$ cat src/rtl/inst_prefetch_queue.sv
// Fetch-side prefetch queue: owns the fetch PC, keeps up to DEPTH words outstanding or buffered.
// Optional same-cycle response bypass when INST_PREFETCH_BYPASS_EN is defined.
module inst_prefetch_queue #(
  parameter int unsigned       DEPTH    = 4,
  parameter int unsigned       LENGTH   = 32,
  parameter logic [LENGTH-1:0] RESET_PC = '0
) (
  input  logic              clk,
  input  logic              rst,
  output logic              req_valid,
  output logic [LENGTH-1:0] req_addr,
  input  logic              req_ready,
  input  logic              resp_valid,
  input  logic [LENGTH-1:0] resp_data,
  output logic              inst_valid,
  output logic [LENGTH-1:0] inst,
  output logic [LENGTH-1:0] inst_pc,
  output logic [LENGTH-1:0] inst_pc_4,
  input  logic              inst_ready,
  input  logic              redirect,
  input  logic [LENGTH-1:0] redirect_pc
);
  localparam int unsigned PTR_W = (DEPTH > 1) ? $clog2(DEPTH) : 1;
  localparam int unsigned CNT_W = PTR_W + 1;
  localparam int unsigned SUM_W = CNT_W + 1;
  localparam logic [LENGTH-1:0] PC_STEP = LENGTH'(4);

  typedef enum logic {RUN, DRAIN} stateT;
  typedef struct packed {
    logic [LENGTH-1:0] word;
    logic [LENGTH-1:0] pc;
  } entryT;

  stateT             state, stateNext;
  logic [LENGTH-1:0] fetchPc, fetchPcNext;
  logic [LENGTH-1:0] respPc, respPcNext;
  logic [CNT_W-1:0]  count, countNext;
  logic [CNT_W-1:0]  inflight, inflightNext;
  logic [CNT_W-1:0]  discard, discardNext;
  logic [PTR_W-1:0]  headPtr, headPtrNext;
  logic [PTR_W-1:0]  tailPtr, tailPtrNext;
  entryT             entries [DEPTH];
  entryT             headEntry;

  logic [LENGTH-1:0] target;
  logic reqFire, respDrop, respKeep, bypassHit, bypassTake, push, pop;

  assign target    = redirect_pc & ~LENGTH'(3);
  assign req_valid = rst && !redirect &&
                     ((SUM_W'(count) + SUM_W'(inflight)) < SUM_W'(DEPTH));
  assign req_addr  = fetchPc;
  assign reqFire   = req_valid && req_ready;
  assign respDrop  = resp_valid && (discard != '0);
  assign respKeep  = resp_valid && (discard == '0) && !redirect;

`ifdef INST_PREFETCH_BYPASS_EN
  assign bypassHit = respKeep && (count == '0);
`else
  assign bypassHit = 1'b0;
`endif

  // A bypassed word taken by the pipeline in the same cycle never enters the queue.
  assign bypassTake = bypassHit && inst_ready;
  assign push       = respKeep && !bypassTake;
  assign pop        = (count != '0) && inst_ready && !redirect;

  assign headEntry  = entries[headPtr];
  assign inst_valid = (count != '0) || bypassHit;
  assign inst       = bypassHit ? resp_data : headEntry.word;
  assign inst_pc    = bypassHit ? respPc : headEntry.pc;
  assign inst_pc_4  = inst_pc + PC_STEP;

  // Next-state: redirect overrides every other update in the same cycle.
  always_comb begin
    stateNext    = state;
    fetchPcNext  = fetchPc;
    respPcNext   = respPc;
    countNext    = count;
    inflightNext = inflight;
    discardNext  = discard;
    headPtrNext  = headPtr;
    tailPtrNext  = tailPtr;
    if (redirect) begin
      fetchPcNext  = target;
      respPcNext   = target;
      countNext    = '0;
      headPtrNext  = tailPtr;
      inflightNext = inflight - CNT_W'(resp_valid);
      discardNext  = inflight - CNT_W'(resp_valid);
    end else begin
      if (reqFire)  fetchPcNext = fetchPc + PC_STEP;
      if (respKeep) respPcNext  = respPc + PC_STEP;
      if (respDrop) discardNext = discard - CNT_W'(1);
      if (push)     tailPtrNext = tailPtr + PTR_W'(1);
      if (pop)      headPtrNext = headPtr + PTR_W'(1);
      countNext    = count + CNT_W'(push) - CNT_W'(pop);
      inflightNext = inflight + CNT_W'(reqFire) - CNT_W'(resp_valid);
    end
    case (state)
      RUN:     if (redirect && (discardNext != '0)) stateNext = DRAIN;
      DRAIN:   if (discardNext == '0) stateNext = RUN;
      default: stateNext = RUN;
    endcase
  end

  always_ff @(posedge clk or negedge rst) begin
    if (!rst) begin
      state    <= RUN;
      fetchPc  <= RESET_PC;
      respPc   <= RESET_PC;
      count    <= '0;
      inflight <= '0;
      discard  <= '0;
      headPtr  <= '0;
      tailPtr  <= '0;
    end else begin
      state    <= stateNext;
      fetchPc  <= fetchPcNext;
      respPc   <= respPcNext;
      count    <= countNext;
      inflight <= inflightNext;
      discard  <= discardNext;
      headPtr  <= headPtrNext;
      tailPtr  <= tailPtrNext;
    end
  end

  // Entry storage, cleared so the head outputs read zero out of reset.
  always_ff @(posedge clk or negedge rst) begin
    if (!rst) begin
      entries <= '{default: '0};
    end else if (push) begin
      entries[tailPtr] <= {resp_data, respPc};
    end
  end
endmodule
$ cat config.mk
export PLATFORM = sky130hd
export DESIGN_NAME = inst_prefetch_queue
export DESIGN_NICKNAME = d
export VERILOG_FILES = /design/src/rtl/inst_prefetch_queue.sv
export SDC_FILE = /design/constraint.sdc
export NUM_CORES = 1
export LEC_CHECK = 0
export CAP_MARGIN = 20
export CORE_MARGIN = 2
export CORE_UTILIZATION = 43
export DETAILED_ROUTE_END_ITERATION = 8
export GPL_TIMING_DRIVEN = 0
export PLACE_DENSITY = 0.76
export SETUP_SLACK_MARGIN = 0.1
export SLEW_MARGIN = 0
export SYNTH_ARGS = -nofsm -noshare
export SYNTH_HDL_FRONTEND = slang
export SYNTH_SLANG_ARGS = --single-unit
$ cat constraint.sdc
create_clock -name clk -period 2.96 [get_ports clk]
set_input_delay 0.74 -clock clk [delete_from_list [all_inputs] [get_ports clk]]
set_output_delay 0.74 -clock clk [all_outputs]
set_load 0.005 [all_outputs]
==> metrics.txt <==
CTS root buf=clkbuf_16; Final Hold Viols=0; RR Startpoint=inflight[2]; class of the worst hold path=in -> async; ANT cells=0; post-route setup slack=-0.604 ns; largest net degree at the start of global routing=103; number of flops mapped to enable cells by yosys=0; CP Launch Type=flop; Final Max Tran Viols=0; clock buffer count from CTS=36; number of I/O pins=200; commonest cells after routing, fill and taps aside=dfrtp_1, mux2_2, clkdlybuf4s50_1; die width=194 um; initial antenna violation count=0; GP Congestion=0.879; row count=69; CP Cell Sequence=buf_12, buf_12, buf_8, mux4_2, and4_4, nand3_4, nor4_4, xor2_1, buf_2; core area=0.0357 mm^2; Logic pwr share=0.397; Top cell by count, worst path=buf_12; CTS clk-pin slew, worst paths=0.06 ns; chip height=194 um; Clk network pwr share=0.238; ys flop type=dfrtp_1; most common cell after layout, fill and taps aside=dfrtp_1; Port Buf Inserts=191; Detailed Route WL=41400 um; clk_skew=0.0289 ns; Via density=5.60; hold_buf cts=0; Cells after Synth=1187; CTS tree=built; Crit Path Category=reg -> out; status=complete, but fails checks; slowest cell delay on critical path=0.45 ns; vias in the first global route=11500; CTS Sinks=321; Slew @ Worst Pin=0.764 ns; GRT Util Overall=0.217; initial core utilization=0.437; peak supply drop=0.000486 V; DR vias=11100; synth warn=0; final setup violation count=66; Critical Path AT=2.82 ns; synth unique cells=60; average wire per standard cell=20.9 um; HPWL after DPL=27000 um; Relative slew margins=0.486; worst-skew pair later-pin latency=0.54 ns; Net Sw Power=5.77 mW; sequential share of the synthesized area=0.515; TritonRoute pass-1 iters=6; Detail Route Antenna Nets=0; Pwr Density=913 mW/mm^2; Congestion Overflow GR=0; violated checks=DRC, setup timing; fmax=281 MHz; Final Instance Area=0.0204 mm^2; switch share=0.310; fillers=2829; # Max-Cap Violations=0; Post-Syn Area per Cell=13.1 um^2; DRT iter0 DRCs=715; # H-tree levels=2; Critical Path End Type=output pin; worst-path fanout max=7; Synth Register Bits=321; Placed Area=0.0182 mm^2; RSZ-0062 raised after global routing=true; synthesized area=0.0156 mm^2; crit path max-delay cell type=dfrtp_2; Die Area=0.0378 mm^2; fin crit period=3.56 ns; # DRC=14; asr flop ratio synth=1.00; Worst EP required=2.22 ns; first-pass GRT wire length=64700 um; Max clock buf depth=3; crit share post-route=1.20; sequential group share of total power=0.365; layout cells sized above 1=0.407; Worst Setup SP=headPtr[0]; Syn-to-layout area delta=30.8%; static leakage=9.71 nW; Final nets=1590; internal power=12.8 mW; setup tns final=-15.50 ns
## final cells by class
class                   instances  area [um^2]  area share
flip-flops and latches        321         8040       0.394
multi-input cells             760         7350       0.360
repair buffers                274         2600       0.128
clock buffers                  49         1020      0.0500
well taps                     461          577      0.0283
plain buffers                  80          559      0.0274
clock inverters                11          143     0.00699
inverters                      28          108     0.00528
## critical path: cells and delay by family, from the launching register on
family                    cells  cell delay [ns]
buffers and inverters         4             0.56
muxes                         1             0.39
and+or+nand+nor               3             0.71
DFF                           1             0.45
xor gates and xnor gates      1             0.17
## flip-flops by register name (all words and copies together), names as in the netlist
signal and cells:
discard 3, tailPtr 2, inflight 3, respPc 30, req_addr 30, headPtr 2
entries 248, count 3
## path summary, 6_finish.rpt
kind	to	slack (ns)	cells past startpoint
worst max-delay path	inst_pc_4[30]	-0.60	9
worst min-delay path	entries[125]	0.09	1
worst max register to register	inflight[2]	0.26	12
worst min register to register	entries[142]	0.49	2
max in group asynchronous	entries[243]	2.14	2
min in group clk	entries[142]	0.49	2
## synthesized netlist by cell type, types with 13 or more instances
| cell | instances | area [um^2] |
|---|---|---|
| a21oi_1 | 14 | 70.1 |
| and3_1 | 13 | 81.3 |
| buf_2 | 35 | 175 |
| clkbuf_1 | 32 | 120 |
| dfrtp_1 | 321 | 8030 |
| ha_1 | 17 | 213 |
| inv_1 | 28 | 105 |
| mux2_2 | 239 | 2690 |
| mux4_2 | 60 | 1350 |
| nand2_1 | 88 | 330 |
| nand3_1 | 35 | 175 |
| nand4_1 | 14 | 87.6 |
| nor2_1 | 27 | 101 |
| nor3_1 | 13 | 65.1 |
| nor4_1 | 13 | 81.3 |
| o21ai_0 | 59 | 295 |
| xnor2_1 | 36 | 315 |
| xor2_1 | 30 | 263 |
## power groups by stage
| stage | registers (mW) | clock network, mW | logic (mW) |
|---|---|---|---|
| final | 6.79 | 4.43 | 7.39 |
| after global routing | 6.97 | 4.68 | 7.94 |
| after CTS | 6.75 | 4.49 | 7.17 |
| after detailed placement | 6.80 | 0 | 6.80 |
| after global placement | 6.72 | 0 | 6.65 |
| after floorplan | 6.50 | 0 | 3.93 |
## per-stage QoR
step                utilization  instances  power (mW)  setup WS, ns  hold WS, ns
detailed placement        0.511       1847        13.6         -1.16        0.469
global route              0.572       1984        19.6        -0.691       0.0855
floorplan                     -       1192        10.4         0.103        0.444
finish                    0.572       1984        18.6        -0.604       0.0857
CTS                       0.564       1962        18.4        -0.626       0.0864
global placement          0.509       1844        13.4        -12.42        0.456
## routing by layer
layer / share of wire / track usage / up-vias
met5: 0 / 0 / -
met2: 0.48 / 0.352 / 388
li1: - / - / 4960
met3: 0.055 / 0.0330 / 86
met4: 0.033 / 0.0732 / 0
met1: 0.43 / 0.300 / 5678
## repair_timing
item	4_1_cts	5_1_grt
pin swaps	42	33
buffers inserted	52	23
resized for setup	226	178
endpoints found under the setup margin	105	215
cloned	5	2
## logic make-up (layout without fill, tap and decap cells)
family                     after synthesis  count (layout)  share of synthesized area
DFF                                    321             321                      0.515
muxes                                  304             304                      0.265
AOI/OAI and AO/OA                      113             113                     0.0438
and+or+nand+nor                        252             252                     0.0887
xor gates and xnor gates                66              66                     0.0371
other                                    1               6                   0.000241
adders and majority gates               19              19                     0.0162
buffers and inverters                  111             442                     0.0342
(Power assumes the default switching activity.)
